==> src/rtl/spi_pkg.sv <==
// Shared SPI constants and types for the MISO serializer path and its feeders.
// Kept small so a future MOSI receiver can import the same definitions.
package spi_pkg;

    localparam int unsigned SPI_BYTE_W    = 8;
    localparam int unsigned SPI_BIT_CNT_W = 3;

    typedef logic [SPI_BYTE_W-1:0]    spi_byte_t;
    typedef logic [SPI_BIT_CNT_W-1:0] spi_bit_cnt_t;

    localparam spi_byte_t    IDLE_BYTE_DEFAULT = 8'hFF;
    localparam spi_bit_cnt_t SPI_LAST_BIT      = spi_bit_cnt_t'(SPI_BYTE_W - 1);

    function automatic logic spi_is_last_bit(input spi_bit_cnt_t cnt);
        return cnt == SPI_LAST_BIT;
    endfunction

endpackage

==> src/rtl/spi_in_sync.sv <==
// Two-flop synchronizer for an asynchronous SPI pin, followed by one edge register.
// level_o, rise_o and fall_o are mutually aligned: all reflect the pin 3 clocks later.
module spi_in_sync (
    input  logic clk_i,
    input  logic rst_ni,
    input  logic async_i,
    output logic level_o,
    output logic rise_o,
    output logic fall_o
);

    logic meta_q, meta_d;
    logic sync_q, sync_d;
    logic prev_q, prev_d;
    logic rise_q, rise_d;
    logic fall_q, fall_d;

    always_comb begin
        meta_d = async_i;
        sync_d = meta_q;
        prev_d = sync_q;
        rise_d = sync_q & ~prev_q;
        fall_d = ~sync_q & prev_q;
    end

    always_ff @(posedge clk_i) begin
        if (!rst_ni) begin
            meta_q <= 1'b0;
            sync_q <= 1'b0;
            prev_q <= 1'b0;
            rise_q <= 1'b0;
            fall_q <= 1'b0;
        end else begin
            meta_q <= meta_d;
            sync_q <= sync_d;
            prev_q <= prev_d;
            rise_q <= rise_d;
            fall_q <= fall_d;
        end
    end

    assign level_o = prev_q;
    assign rise_o  = rise_q;
    assign fall_o  = fall_q;

endmodule

==> src/rtl/spi_tx_byte_feeder.sv <==
// Buffers bytes for the SPI slave MISO serializer and presents one stable byte per frame,
// advancing when the system-clock-domain SPI edge counter completes an 8-bit frame.
module spi_tx_byte_feeder
    import spi_pkg::*;
#(
    parameter int unsigned DEPTH     = 4,
    parameter spi_byte_t   IDLE_BYTE = IDLE_BYTE_DEFAULT
) (
    input  logic                    CLK,
    input  logic                    RST_N,
    input  logic [SPI_BYTE_W-1:0]   in_data,
    input  logic                    in_valid,
    output logic                    in_ready,
    input  logic                    SLK,
    input  logic                    CS,
    input  logic                    underrun_clr,
    output logic [SPI_BYTE_W-1:0]   tx_byte,
    output logic                    frame_done,
    output logic                    underrun,
    output logic [$clog2(DEPTH):0]  level
);

    localparam int unsigned PtrW = $clog2(DEPTH);
    localparam int unsigned LvlW = PtrW + 1;
    localparam logic [LvlW-1:0] LevelFull = LvlW'(DEPTH);

    if (DEPTH < 2 || (DEPTH & (DEPTH - 1)) != 0) begin : g_depth_check
        $error("DEPTH must be a power of two and at least 2");
    end

    logic slk_level, slk_rise, slk_fall;
    logic cs_level, cs_rise, cs_fall;

    spi_in_sync u_slk_sync (
        .clk_i   (CLK),
        .rst_ni  (RST_N),
        .async_i (SLK),
        .level_o (slk_level),
        .rise_o  (slk_rise),
        .fall_o  (slk_fall)
    );

    spi_in_sync u_cs_sync (
        .clk_i   (CLK),
        .rst_ni  (RST_N),
        .async_i (CS),
        .level_o (cs_level),
        .rise_o  (cs_rise),
        .fall_o  (cs_fall)
    );

    logic unused_slk;
    assign unused_slk = slk_level ^ slk_fall;

    spi_byte_t       mem_q [DEPTH];
    spi_byte_t       mem_d [DEPTH];
    logic [PtrW-1:0] wr_ptr_q, wr_ptr_d;
    logic [PtrW-1:0] rd_ptr_q, rd_ptr_d;
    logic [LvlW-1:0] level_q, level_d;
    spi_bit_cnt_t    bit_cnt_q, bit_cnt_d;
    spi_byte_t       tx_byte_q, tx_byte_d;
    logic            cur_valid_q, cur_valid_d;
    logic            frame_done_q, frame_done_d;
    logic            underrun_q, underrun_d;

    logic fifo_empty;
    logic push, pop;
    logic cs_edge, frame_edge, frame_end, preload;

    assign in_ready   = level_q < LevelFull;
    assign fifo_empty = level_q == '0;
    assign push       = in_valid & in_ready;

    // Any CS transition restarts bit counting, so an edge coinciding with it is dropped.
    assign cs_edge    = cs_rise | cs_fall;
    assign frame_edge = slk_rise & cs_level & ~cs_edge;
    assign frame_end  = frame_edge & spi_is_last_bit(bit_cnt_q);
    assign preload    = ~cs_level & ~cur_valid_q & ~fifo_empty;
    assign pop        = (frame_end | preload) & ~fifo_empty;

    always_comb begin
        bit_cnt_d = bit_cnt_q;
        if (cs_edge) begin
            bit_cnt_d = '0;
        end else if (frame_edge) begin
            bit_cnt_d = bit_cnt_q + spi_bit_cnt_t'(1);
        end
    end

    always_comb begin
        tx_byte_d   = tx_byte_q;
        cur_valid_d = cur_valid_q;
        if (frame_end) begin
            tx_byte_d   = fifo_empty ? IDLE_BYTE : mem_q[rd_ptr_q];
            cur_valid_d = ~fifo_empty;
        end else if (preload) begin
            tx_byte_d   = mem_q[rd_ptr_q];
            cur_valid_d = 1'b1;
        end
    end

    // A frame that shipped IDLE_BYTE outranks a simultaneous clear.
    always_comb begin
        underrun_d = underrun_q;
        if (underrun_clr) begin
            underrun_d = 1'b0;
        end
        if (frame_end && !cur_valid_q) begin
            underrun_d = 1'b1;
        end
        frame_done_d = frame_end;
    end

    always_comb begin
        mem_d = mem_q;
        if (push) begin
            mem_d[wr_ptr_q] = in_data;
        end
        wr_ptr_d = push ? wr_ptr_q + PtrW'(1) : wr_ptr_q;
        rd_ptr_d = pop  ? rd_ptr_q + PtrW'(1) : rd_ptr_q;
        unique case ({push, pop})
            2'b10:   level_d = level_q + LvlW'(1);
            2'b01:   level_d = level_q - LvlW'(1);
            default: level_d = level_q;
        endcase
    end

    always_ff @(posedge CLK) begin
        if (!RST_N) begin
            wr_ptr_q     <= '0;
            rd_ptr_q     <= '0;
            level_q      <= '0;
            bit_cnt_q    <= '0;
            tx_byte_q    <= IDLE_BYTE;
            cur_valid_q  <= 1'b0;
            frame_done_q <= 1'b0;
            underrun_q   <= 1'b0;
        end else begin
            wr_ptr_q     <= wr_ptr_d;
            rd_ptr_q     <= rd_ptr_d;
            level_q      <= level_d;
            bit_cnt_q    <= bit_cnt_d;
            tx_byte_q    <= tx_byte_d;
            cur_valid_q  <= cur_valid_d;
            frame_done_q <= frame_done_d;
            underrun_q   <= underrun_d;
        end
    end

    // Storage needs no reset: the pointers and level decide what is readable.
    always_ff @(posedge CLK) begin
        if (RST_N) begin
            mem_q <= mem_d;
        end
    end

    assign tx_byte    = tx_byte_q;
    assign frame_done = frame_done_q;
    assign underrun   = underrun_q;
    assign level      = level_q;

endmodule

==> config.mk <==
export PLATFORM = sky130hd
export DESIGN_NAME = spi_tx_byte_feeder
export DESIGN_NICKNAME = d
export VERILOG_FILES = /design/src/rtl/spi_pkg.sv /design/src/rtl/spi_in_sync.sv /design/src/rtl/spi_tx_byte_feeder.sv
export SDC_FILE = /design/constraint.sdc
export NUM_CORES = 1
export LEC_CHECK = 0
export BUFFER_PORTS_ARGS = -buffer_cell sky130_fd_sc_hd__buf_4
export CAP_MARGIN = 0
export CORE_MARGIN = 2
export CORE_UTILIZATION = 55
export DETAILED_ROUTE_END_ITERATION = 10
export PLACE_DENSITY = 0.76
export SETUP_SLACK_MARGIN = 0.3
export SYNTH_ARGS = -nofsm -noshare
export SYNTH_HDL_FRONTEND = slang
export SYNTH_SLANG_ARGS = --single-unit
==> constraint.sdc <==
create_clock -name CLK -period 3.8 [get_ports CLK]
set_input_delay 0.57 -clock CLK [delete_from_list [all_inputs] [get_ports CLK]]
set_output_delay 0.57 -clock CLK [all_outputs]
set_load 0.02 [all_outputs]
Yosys cells after proc, flatten, opt, wreduce, memory -nomap -nowiden
Index checks and enable logic that the tools add are counted.
Widths: inputs -> output; s select.
Storage, ports and cells
  output and inout bits: 14
  input bits: 14
  register bits after elaboration: 62
  word-level logic and storage cells: 77
Operators by class
  bitwise logic cells: 21
  reduce and logical (&&, ||, !) cells: 9
  $lt $le $gt $ge: 4
  equality and inequality tests: 3
  muxes and demuxes: 14
  add/subtract/negate cells: 5
Operators with widths (count)
  $mux 8: 6
  $bwmux 32: 1
  $bmux 8 s2: 1
  $demux 8 s2: 1
  $and 1x1->1: 10
  $not 1->1: 7
  $add 3x1->3 const B: 2
  $ge 3x3->1 const B: 2
  $not 2->3: 2
  $pmux 3 s2: 1
  $reduce_bool 2->1: 3
  $add 2x1->2 const B: 2
  $mux 1: 4
  $eq 3x3->1 const B: 1
  $logic_not 3->1: 1
  $lt 3x1->1 const B: 1
  $lt 3x3->1 const B: 1
  $sub 3x1->3 const B: 1
  $eq 2x1->1 const B: 1
  $eq 2x2->1 const B: 1
  $logic_and 1x1->1: 2
  $or 1x1->1: 2
  $reduce_and 2->1: 1
  $reduce_or 2->1: 1
  $logic_not 1->1: 1

Depth between registers and ports, before layout
Gate-level depths: netlist of the first run.
  depth after elaboration: 8
  gate-level depth with buffers: 12
  mapped depth without buffers: 11

By module
Synthesis of the first run repeated with hierarchy kept, for this count alone.
Second synthesis, totals
  cell total of the unflattened synthesis: 169
  area total of the unflattened synthesis: 2384.8 µm²
Modules (own cells, without submodules)
  spi_tx_byte_feeder: instances 1, cells each 149, sequential area each 1381.3 µm², area each 2104.5 µm²
  spi_in_sync: instances 2, cells each 10, sequential area each 100.1 µm², area each 140.1 µm²

Worst setup path after synthesis of the first run
OpenSTA, ideal clock, no wires.
  path kind: reg2reg
  from: register bit_cnt_q[0]
  to: register level_q[2] (netlist: level[2])
  required time: 3729 ps
  clock period less this slack: 2615 ps
  stages on the path, launching flop included: 13
  slack: 1185 ps
  arrival: 2545 ps
  library setup time: 71 ps
  path buffers: 1
  path through: dfxtp_1 -> ha_1 -> ha_1 -> or3b_4 -> o22a_1 -> buf_2 -> nor2_1 -> ha_1 -> inv_1 -> fa_1 -> xor2_1 -> or3_1 -> a21oi_1
On the way
  cells in the longest elaborated chain, start to end: 6
  elaborated cells between the ends (all ways): 8
  classes of those cells: 3 x eq/ne; 1 x mux; 3 x bitwise; 1 x reduce/logical
RTL lines
  from (decl): RTL line spi_tx_byte_feeder.sv:60  | spi_bit_cnt_t bit_cnt_q, bit_cnt_d;
  from (signal assigned): RTL line spi_tx_byte_feeder.sv:142  | bit_cnt_q <= bit_cnt_d;
  $eq 3x3->1 *: RTL line spi_pkg.sv:15  | return cnt == SPI_LAST_BIT;
  $and 1x1->1 *: RTL line spi_tx_byte_feeder.sv:77  | assign frame_end = frame_edge & spi_is_last_bit(bit_cnt_q);
  $or 1x1->1 *: RTL line spi_tx_byte_feeder.sv:79  | assign pop = (frame_end | preload) & ~fifo_empty;
  $and 1x1->1 *: RTL line spi_tx_byte_feeder.sv:79
  named net pop: RTL line spi_tx_byte_feeder.sv:67  | logic push, pop;
  $eq 2x1->1 / $eq 2x2->1 (equally long branches): RTL line spi_tx_byte_feeder.sv:121  | unique case ({push, pop})
  $pmux 3 s2 / $reduce_bool 2->1 (equally long branches)
  to (signal assigned): RTL line spi_tx_byte_feeder.sv:141  | level_q <= level_d;
  to (decl): RTL line spi_tx_byte_feeder.sv:59  | logic [LvlW-1:0] level_q, level_d;
Mark *: on every way through the listed nets, which the timed path passes. The rest lies on a longest branch.
A chain may end at the register's enable or synchronous reset.

Worst setup path in the final report of the first run
Ends and elaborated chain as after synthesis.

==> out/qor.csv, run 1 <==
stage,metric,value,unit
routing,via_per_inst,5.69,
critical_path,crit_slowest_cell,or3b_4,
cells_and_area,diodes,0,
routing,drt-pass1-iter-count,4,
routing,drt.antenna.violating_nets,0,
logic_synthesis,ys_ff_latch,62,
die,pin_count,28,
timing,finalCritPeriodShare,0.750,
routing,vias,1452,
timing,max_freq,0.351,GHz
cells_and_area,fillerInstances,275,
logic_synthesis,ys.warnings.count,0,
power_and_ir_drop,clockPowerShare,0.255,
critical_path,cp_common_cell,ha_1,
cells_and_area,final_common_cell,edfxtp_1,
clocking,cts.sink_count,62,
cells_and_area,nNetsFinal,222,
power_and_ir_drop,p_int,1.35,mW
die,dieArea,4810,µm²
critical_path,crit_type,reg2reg,
critical_path,slowest_delay,380,ps
timing,hold_violations,0,
place,gp_congestion,0.802,
timing,worstMarginPinSlew,1050,ps
power_and_ir_drop,ir_drop,0.378,mV
cells_and_area,stdcell_count,255,
place,placed_cells,239,
power_and_ir_drop,power_density,723,nW/µm²
die,core,4060,µm²
clocking,root_buffer,clkbuf_8,
power_and_ir_drop,p_sw,0.646,mW
routing,drtIter0Drc,102,
timing,setup_viol,0,
power_and_ir_drop,pwr-share-comb,0.296,
cells_and_area,layout_common_cells,"32 x edfxtp_1, 30 x dfxtp_1, 28 x buf_4",
clocking,clock_latency,330,ps
timing,finalCriticalPeriod,2850,ps
clocking,cts_tree,yes,
place,post-place-ws,970,ps
clocking,clk_pin_slew,60,ps
logic_synthesis,synth.net_count,192,
clocking,postCtsSetupBuffers,0,
logic_synthesis,avgSynthCellArea,13.8,µm²
clocking,h-tree-depth,3,
power_and_ir_drop,p_leak,1.05,nW
critical_path,endpoint_kind,flip-flop,
logic_synthesis,ys_types,30,
job,cap_viol_max_count,0,
logic_synthesis,syn_area,2350,µm²
critical_path,start_kind,flip-flop,
clocking,ctsHoldBuffers,0,
critical_path,path_cells,ha_1 -> ha_1 -> or3b_4 -> o22a_1 -> nor2_1 -> ha_1 -> inv_1 -> fa_1 -> xor2_1 -> or3_1 -> a21oi_1,
critical_path,cp_max_fo,13,
critical_path,critPathRequiredTime,4050,ps
place,dp_hpwl,2.68,mm
grt,grt_max_degree,21,
clocking,cts_buffers,9,
die,std_cell_rows,23,
critical_path,crit_buf_inv,1,
grt,antenna_found_initial,0,
grt,grt_pass1_wl,7.09,mm
routing,wire_per_inst,16.4,µm
timing,drv_slew,0,
die,dieWidth,69.4,µm
critical_path,cp-startpoint,bit_cnt_q[0],
logic_synthesis,synth_area_leader_cell,edfxtp_1,
critical_path,worst_r2r_path_depth,11,
critical_path,worst-path-stages,11,
critical_path,cp_top_family,adder cells,
timing,rsz0062_at_grt,false,
logic_synthesis,synthTopCellsByArea,"edfxtp_1 41%, dfxtp_1 26%, mux4_2 7.7%",
critical_path,r2r_start,bit_cnt_q[0],
critical_path,r2r_slack,950,ps
critical_path,cp.arrival,3100,ps
die,start_util,0.579,
grt,overflow,0,
logic_synthesis,synth_top_area_frac,0.409,
routing,route.detailed.drc,0,
run_status,status,completed,
clocking,cts.repair.resized,0,
place,io_buffers,27,
timing,setup_ws,950,ps
power_and_ir_drop,finalPower,2.00,mW
grt,track_usage,0.195,
timing,finClkSkew,10.9,ps
power_and_ir_drop,sequentialPowerShare,0.449,
clocking,cts.path.max_buffers,2,
power_and_ir_drop,p_sw_frac,0.323,
cells_and_area,syn_to_final_growth,17.5,%
logic_synthesis,synth_cells,170,
min_path,hold_path_depth,1,
timing,hold_slack,386,ps
grt,grt_pass1_vias,1507,
cells_and_area,drive_gt1_frac,0.254,
min_path,hp-class,reg2reg,
critical_path,r2r-end,level[2],
critical_path,endpoint,level[2],
die,die_y,69.4,µm
logic_synthesis,ys_seq_area_frac,0.664,
routing,routed_wl,4.19,mm
timing,fin_setup_tns,0,ps
timing,max_slew_margin,0.297,
sequential cells by signal, summed over array words and instances (netlist names), 2 cells and up:
register / cells
bit_cnt_q: 3
level: 3
mem_q: 32
rd_ptr_q: 2
tx_byte: 8
wr_ptr_q: 2
power groups by stage:
| stage | logic, mW | clock network [mW] | registers, mW |
|---|---|---|---|
| after global placement | 0.555 | 0 | 0.907 |
| after CTS | 0.594 | 0.521 | 0.899 |
| final | 0.590 | 0.509 | 0.897 |
| after floorplan | 0.385 | 0 | 0.918 |
| after detailed placement | 0.587 | 0 | 0.911 |
| after global routing | 0.650 | 0.551 | 0.912 |
cell families after synthesis:
logic type	share of synthesized area
buffers and inverters	0.0319
flip-flops	0.664
AO/OA/AOI/OAI	0.0687
adder cells (fa/ha/maj)	0.0458
multiplexers	0.0766
AND/OR/NAND/NOR	0.0979
XOR/XNOR	0.0149
cells in the mapped netlist (all sizes together):
library cell and count:
nor3 1, edfxtp 32, and2 6, or3 3, o22a 1, nand3 2
nor2b 3, inv 10, nor2 11, or3b 1, a2bb2oi 1, a21o 1
or2 1, dfxtp 30, fa 1, o32ai 9, clkbuf 6, xnor2 1
xor2 3, o21ai 2, or4 1, nand2 13, and3 4, ha 7
o31ai 1, a21oi 8, mux4 8, buf 3
cell type report:
class | count | area (µm²) | area share
tap | 50 | 62.6 | 0.0226
timing repair buffer | 28 | 210 | 0.0761
inverter | 10 | 37.5 | 0.0136
clock buffer | 12 | 156 | 0.0566
sequential | 62 | 1560 | 0.565
clock inverter | 4 | 20.0 | 0.00725
multi-input combinational | 89 | 714 | 0.259
through the flow:
step / area, µm² / utilization
2_1_floorplan: 2350 / -
3_3_place_gp: 2590 / 0.637
3_5_place_dp: 2590 / 0.637
4_1_cts: 2760 / 0.681
5_1_grt: 2760 / 0.681
6_report: 2760 / 0.681
routing by layer:
| metal | vias to the layer above | GRT usage | routed length (µm) |
|---|---|---|---|
| met5 | - | 0 | 0 |
| met3 | 4 | 0.0480 | 199 |
| li1 | 677 | - | - |
| met1 | 725 | 0.215 | 1660 |
| met4 | 0 | 0.129 | 42 |
| met2 | 46 | 0.334 | 2290 |
worst min path at each step:
stage,slack (ps),startpoint,endpoint
detailed placement,380,u_slk_sync.level_o,u_slk_sync.rise_o
global placement,380,u_slk_sync.level_o,u_slk_sync.rise_o
finish,390,u_slk_sync.level_o,u_slk_sync.rise_o
global route,410,u_slk_sync.level_o,u_slk_sync.rise_o
CTS,390,u_slk_sync.level_o,u_slk_sync.rise_o
floorplan,370,u_slk_sync.level_o,u_slk_sync.rise_o
(Power assumes the default switching activity.)
==> inputs of run 2 (changes only) <==
--- a/config.mk
+++ b/config.mk
@@ -5,12 +5,13 @@
 export SDC_FILE = /design/constraint.sdc
 export NUM_CORES = 1
 export LEC_CHECK = 0
+export ABC_AREA = 1
 export BUFFER_PORTS_ARGS = -buffer_cell sky130_fd_sc_hd__buf_4
 export CAP_MARGIN = 0
 export CORE_MARGIN = 2
-export CORE_UTILIZATION = 55
+export CORE_UTILIZATION = 51
 export DETAILED_ROUTE_END_ITERATION = 10
-export PLACE_DENSITY = 0.76
+export PLACE_DENSITY = 0.74
 export SETUP_SLACK_MARGIN = 0.3
 export SYNTH_ARGS = -nofsm -noshare
 export SYNTH_HDL_FRONTEND = slang
==> constraint.sdc (replaced) <==
create_clock -name CLK -period 2.6 [get_ports CLK]
set_input_delay 0.39 -clock CLK [delete_from_list [all_inputs] [get_ports CLK]]
set_output_delay 0.39 -clock CLK [all_outputs]
set_load 0.02 [all_outputs]
==> run 2 against run 1 <==
  * Sequential share of layout area decreased by 4.4 points
  * Clock power rose by 56%
  * Clock skew down 1.5 ps
  * Highest routed layer unchanged
==> out/qor.csv, run 2 <==
stage,metric,value,unit,change
run_status,status,completed,,
logic_synthesis,yosys-top-cells-count,"82 x nand2_1, 32 x edfxtp_1, 30 x dfxtp_1, 30 x inv_1, 27 x nand3_1",,
critical_path,r2r_slack,550,ps,-400 ps
routing,wl_met3,216,µm,+8.5%
logic_synthesis,synth.net_count,285,,+48%
critical_path,cp_max_fo,3,,-10
grt,antenna_found_initial,0,,unchanged
routing,drt.antenna.violating_nets,0,,unchanged
min_path,hp-class,in2reg,,
logic_synthesis,synth_top_area_frac,0.382,,-0.0266
critical_path,crit_type,reg2reg,,
power_and_ir_drop,sequentialPowerShare,0.406,,-0.043
job,cap_viol_max_count,0,,unchanged
logic_synthesis,synth_most_common_cell,nand2_1,,
die,dieArea,5510,µm²,+14%
power_and_ir_drop,power_density,1010,nW/µm²,+39%
die,start_util,0.529,,-0.0505
critical_path,critPathRequiredTime,2820,ps,-1230 ps
cells_and_area,nNetsFinal,321,,+45%
timing,max_slew_margin,0.664,,+0.366
die,pin_count,28,,unchanged
logic_synthesis,ys_async_sr_fraction,0,,unchanged
timing,setup_viol,0,,unchanged
routing,highest_layer,met4,,
clocking,cts_buffers,9,,unchanged
logic_synthesis,synth_edf_count,32,,unchanged
power_and_ir_drop,finalPower,3.01,mW,+51%
die,dieWidth,74.2,µm,+7.0%
power_and_ir_drop,pwr-share-comb,0.330,,+0.034
timing,finalCriticalPeriod,2050,ps,-795 ps
die,std_cell_rows,25,,+8.7%
clocking,cts.path.max_buffers,2,,unchanged
routing,drtIter0Drc,80,,-22%
routing,route.detailed.drc,0,,unchanged
timing,hold_violations,0,,unchanged
routing,wire_per_inst,11.6,µm,-29%
logic_synthesis,ys_seq_area_frac,0.621,,-0.0433
timing,fin_setup_tns,0,ps,unchanged
logic_synthesis,synth-main-ff-cell,edfxtp_1,,
power_and_ir_drop,p_int,1.96,mW,+45%
power_and_ir_drop,p_leak,1.37,nW,+31%
timing,finClkSkew,9.49,ps,-1.45 ps
grt,grt_max_degree,26,,+24%
timing,max_freq,0.487,GHz,+39%
cells_and_area,stdcell_count,371,,+45%
logic_synthesis,synth_cells,263,,+55%
grt,grt_pass1_wl,7.22,mm,+1.9%
routing,wl_met1,1.90,mm,+15%
critical_path,crit_slowest_cell,fa_1,,
clocking,clock_latency,340,ps,about the same
place,dp_hpwl,2.97,mm,+10%
logic_synthesis,ys_ff_latch,62,,unchanged
cells_and_area,syn_to_final_growth,19.1,%,
grt,overflow,0,,unchanged
cells_and_area,final_common_cell,nand2_1,,
routing,via_per_inst,4.65,,-18%
place,gp_congestion,0.803,,+0.21%
routing,vias,1725,,+19%
clocking,h-tree-depth,3,,unchanged
critical_path,path_cells,ha_1 -> ha_2 -> nand3_4 -> nand2_8 -> nand2_2 -> inv_1 -> ha_1 -> inv_1 -> fa_1 -> nand2_1 -> nand3_1 -> o21ai_1 -> a21oi_1,,
cells_and_area,drive_gt1_frac,0.194,,-0.0596
critical_path,crit_buf_inv,2,,+1
cells_and_area,layout_common_cells,"82 x nand2_1, 34 x buf_4, 32 x edfxtp_1",,
critical_path,start_kind,flip-flop,,
power_and_ir_drop,ir_drop,0.503,mV,+33%
logic_synthesis,syn_area,2510,µm²,+7.0%
clocking,cts.sink_count,62,,unchanged
die,core,4750,µm²,+17%
logic_synthesis,synth_area_leader_cell,edfxtp_1,,
routing,met2WireLength,2.11,mm,-8.0%
logic_synthesis,ys_types,24,,-20%
critical_path,cp.arrival,2270,ps,-830 ps
logic_synthesis,synthTopCellsByArea,"edfxtp_1 38%, dfxtp_1 24%, nand2_1 12%",,
timing,finalCritPeriodShare,0.790,,+0.0403
logic_synthesis,avgSynthCellArea,9.56,µm²,-31%
clocking,cts_tree,yes,,
cells_and_area,largest_register,mem_q,,
critical_path,cp_top_family,adder cells,,
grt,grt_pass1_vias,1645,,+9.2%
routing,drt-pass1-iter-count,4,,unchanged
clocking,root_buffer,clkbuf_8,,
power_and_ir_drop,clockPowerShare,0.263,,+0.008
cells_and_area,diodes,0,,unchanged
timing,worstMarginPinSlew,503,ps,-548 ps
power_and_ir_drop,p_sw,1.05,mW,+63%
cells_and_area,utilization,0.630,,-0.0509
timing,rsz0062_at_grt,false,,
cells_and_area,fillerInstances,402,,+46%
place,placed_cells,354,,+48%
cells_and_area,largest_reg_flops,32,,unchanged
power_and_ir_drop,p_sw_frac,0.350,,+0.0261
logic_synthesis,ys.warnings.count,0,,unchanged
critical_path,endpoint_kind,flip-flop,,
grt,track_usage,0.182,,-0.0135
die,die_y,74.2,µm,+7.0%
place,io_buffers,27,,unchanged
clocking,clk_pin_slew,70,ps,about the same
timing,drv_slew,0,,unchanged
routing,routed_wl,4.30,mm,+2.7%
critical_path,slowest_delay,380,ps,about the same
==> run 2: area by class of cell <==
class / count / area [µm²] / area share
Timing Repair Buffer: 34 / 255 / 0.0852
Clock inverter: 5 / 52.6 / 0.0175
Tap cell: 67 / 83.8 / 0.0280
Inverter: 34 / 131 / 0.0439
Clock buffer: 11 / 131 / 0.0439
Sequential cell: 62 / 1560 / 0.521
Multi-Input combinational cell: 158 / 779 / 0.260
==> run 2: worst paths after layout <==
check	start	endpoint	cells past startpoint
setup / recovery	bit_cnt_q[1]	level[2]	13
hold reg to reg	u_slk_sync.level_o	u_slk_sync.rise_o	1
setup reg to reg	bit_cnt_q[1]	level[2]	13
hold / removal	CS	u_cs_sync.meta_q	3
==> run 2: worst reg2reg max path, stage by stage, from the launching register on <==
cell,delay [ps]
dfxtp_1,340
ha_1,150
ha_2,190
nand3_4,120
nand2_8,80
nand2_2,60
inv_1,50
ha_1,150
inv_1,70
fa_1,380
nand2_1,90
nand3_1,90
o21ai_1,120
a21oi_1,50
==> run 2: what timing repair did <==
action / in CTS / in global routing
buffers inserted: 0 / 1
gates resized for setup: 0 / 3
hold buffers: 0 / 0
endpoints found under the setup margin: 0 / 1
==> run 2: metal layers <==
layer	GRT usage	vias to the layer above
li1	-	915
met1	0.223	769
met2	0.293	33
met3	0.0664	8
met4	0.0774	0
met5	0	-
==> run 2: kinds of logic (layout without fill, tap and decap cells) <==
logic type                 after synthesis  after routing  synth area share
buffers and inverters                   43             84            0.0736
and+or+nand+nor                        129            129             0.218
DFF                                     62             62             0.621
AOI/OAI and AO/OA                       21             21            0.0448
adders and majority gates                8              8            0.0428
==> run 2: through the flow <==
| stage | setup slack (ps) | instance area [µm²] | hold WS [ps] |
|---|---|---|---|
| 2_1_floorplan | 470 | 2510 | 368 |
| 3_3_place_gp | 524 | 2790 | 376 |
| 3_5_place_dp | 431 | 2790 | 381 |
| 4_1_cts | 409 | 2980 | 222 |
| 5_1_grt | 316 | 3000 | 237 |
| 6_report | 545 | 3000 | 230 |
==> run 2: power by group through the flow <==
stage	combinational [mW]	clock, mW	sequential, mW
after floorplan	0.641	0	1.30
after global placement	0.931	0	1.24
after detailed placement	0.955	0	1.25
after CTS	0.960	0.804	1.22
after global routing	1.14	0.854	1.23
final	0.996	0.793	1.22
==> inputs of run 3 (changes only) <==
==> constraint.sdc (replaced) <==
create_clock -name CLK -period 1.75 [get_ports CLK]
set_input_delay 0.2625 -clock CLK [delete_from_list [all_inputs] [get_ports CLK]]
set_output_delay 0.2625 -clock CLK [all_outputs]
set_load 0.02 [all_outputs]
==> run 3 against run 2 <==
  * The flow now finishes with violations (setup timing)
  * Worst setup slack worse by 620 ps
  * Clock power up 27%
  * Final cell count up 4.0%
  * Wire length up 8.3%
  * Final area up 4.9%
  * Die area unchanged
  * Maximum frequency up 13%
  * Global-route usage up 0.92 points
  * Largest power group unchanged
  * Highest routed layer unchanged
==> out/qor.csv, run 3 (synthesized netlist as in run 2, its figures left out) <==
stage,metric,value,unit,change
grt,grt_pass1_wl,7.53,mm,+4.2%
critical_path,crit_slowest_cell,dfxtp_2,,
critical_path,start_kind,flip-flop,,
routing,drt-pass1-iter-count,4,,unchanged
clocking,cts.path.max_buffers,2,,unchanged
place,postPlaceCellArea,2940,µm²,+5.2%
cells_and_area,largest_reg_flops,32,,unchanged
run_status,violations,setup timing,,
routing,wire_per_inst,12.1,µm,+4.1%
clocking,clk_pin_slew,60,ps,about the same
place,dp_hpwl,3.10,mm,+4.6%
routing,drt.antenna.violating_nets,0,,unchanged
die,dieArea,5510,µm²,unchanged
grt,antenna_found_initial,0,,unchanged
routing,vias,1786,,+3.5%
timing,max_slew_margin,0.805,,+0.141
die,dieWidth,74.2,µm,unchanged
timing,hold_slack,106,ps,-124 ps
cells_and_area,final_common_cell,nand2_1,,
place,post-place-ws,-97.8,ps,-528 ps
cells_and_area,drive_gt1_frac,0.279,,+0.0849
grt,track_usage,0.191,,+0.00915
cells_and_area,design_area,3140,µm²,+4.9%
min_path,hp-class,in2reg,,
clocking,root_buffer,clkbuf_8,,
cells_and_area,utilization,0.661,,+0.0311
critical_path,r2r-end,level[2],,
cells_and_area,largest_register,mem_q,,
min_path,hold_path_depth,3,,unchanged
routing,routed_wl,4.66,mm,+8.3%
job,cap_viol_max_count,0,,unchanged
critical_path,cp_max_fo,2,,-1
timing,finalCriticalPeriod,1830,ps,-229 ps
die,core,4750,µm²,unchanged
critical_path,cp_common_cell,ha_4,,
die,std_cell_rows,25,,unchanged
cells_and_area,stdcell_count,386,,+4.0%
timing,setup_ws,-75.6,ps,-621 ps
cells_and_area,layout_common_cells,"82 x nand2_1, 49 x buf_4, 32 x edfxtp_1",,
grt,grt_pass1_vias,1681,,+2.2%
clocking,cts_tree,yes,,
power_and_ir_drop,finalPower,4.61,mW,+53%
grt,overflow,0,,unchanged
timing,fin_setup_tns,-75.6,ps,-75.6 ps
clocking,ctsHoldBuffers,0,,unchanged
critical_path,endpoint_kind,flip-flop,,
critical_path,r2r_start,bit_cnt_q[0],,
timing,worstMarginPinSlew,293,ps,-210 ps
power_and_ir_drop,power_density,1470,nW/µm²,+46%
critical_path,worst_r2r_path_depth,13,,unchanged
critical_path,crit_type,reg2reg,,
clocking,cts_buffers,9,,unchanged
clocking,clock_latency,340,ps,about the same
timing,finalCritPeriodShare,1.04,,+0.253
critical_path,critPathRequiredTime,1970,ps,-850 ps
cells_and_area,diodes,0,,unchanged
critical_path,r2r_slack,-80,ps,-620 ps
cells_and_area,nNetsFinal,336,,+4.7%
timing,setup_viol,1,,+1
run_status,status,"complete, but fails checks",,
place,io_buffers,27,,unchanged
clocking,h-tree-depth,3,,unchanged
routing,via_per_inst,4.63,,-0.49%
timing,drv_slew,0,,unchanged
timing,finClkSkew,8.43,ps,-1.06 ps
routing,route.detailed.drc,0,,unchanged
clocking,cts.sink_count,62,,unchanged
power_and_ir_drop,ir_drop,0.804,mV,+60%
min_path,min_to,u_cs_sync.meta_q,,
timing,hold_violations,0,,unchanged
timing,rsz0062_at_grt,true,,
routing,drtIter0Drc,83,,+3.8%
die,pin_count,28,,unchanged
critical_path,cp.arrival,2050,ps,-220 ps
place,placed_cells,366,,+3.4%
die,start_util,0.529,,unchanged
cells_and_area,syn_to_final_growth,25.0,%,
die,die_y,74.2,µm,unchanged
critical_path,slowest_delay,360,ps,-20 ps
power_and_ir_drop,p_leak,1.44,nW,+4.8%
min_path,hold_start,CS,,
timing,max_freq,0.548,GHz,+13%
grt,grt_max_degree,19,,-27%
critical_path,path_cells,ha_4 -> ha_4 -> nand3_4 -> nand2_4 -> nand2_4 -> inv_4 -> ha_4 -> inv_2 -> fa_2 -> nand2_1 -> nand3_2 -> o21ai_2 -> a21oi_1,,
place,gp_congestion,0.812,,+1.1%
## run 3: cell count changes in the layout (fill, tap and decap cells not counted), moves of 2 or more
cell / delta
buf_4: +15
dfxtp_1: -5
dfxtp_2: +5
clkinv_2: +3
ha_4: +3
inv_4: +3
ha_1: -2
inv_1: -2
nand2_4: +2
## run 3: final cells by class
| class | instances | area, µm² |
|---|---|---|
| Fill cell | 403 | 1610 |
| Multi-Input combinational cell | 158 | 828 |
| Clock inverter | 6 | 28.8 |
| Clock buffer | 10 | 128 |
| Timing Repair Buffer | 49 | 368 |
| Sequential cell | 62 | 1570 |
| Tap cell | 67 | 83.8 |
| Inverter | 34 | 139 |
## run 3: worst max path at each step
stage | startpoint | end | slack (ps) | cells past startpoint
after global placement | bit_cnt_q[1] | level[2] | -30 | 13
after CTS | bit_cnt_q[0] | level[2] | -70 | 13
final | bit_cnt_q[0] | level[2] | -80 | 13
after detailed placement | bit_cnt_q[1] | level[2] | -100 | 14
after global routing | bit_cnt_q[0] | level[2] | -200 | 13
after floorplan | bit_cnt_q[1] | level[2] | -150 | 14
## run 3: metal layers
layer | routed length (µm) | GRT usage | vias up
met2 | 2240 | 0.310 | 30
li1 | - | - | 939
met4 | 144 | 0.113 | 0
met3 | 161 | 0.0556 | 13
met5 | 0 | 0 | -
met1 | 2110 | 0.227 | 804
## run 3: timing repair
action                     4_1_cts  5_1_grt
gates resized for setup          2        4
buffers inserted                 2        2
setup endpoints to repair        2       11
pin swaps                        7        0
## run 3: power by group
part	switching (mW)	internal (mW)
Combinational	1.05	0.724
Sequential	0.0969	1.73
Clock	0.517	0.495
## run 3: critical path: cells and delay by family (launching register included)
kind | cells | cell delay (ps)
flops | 1 | 360
fa+ha+maj | 4 | 720
simple gates | 5 | 380
buf+inv | 2 | 90
compound gates | 2 | 160
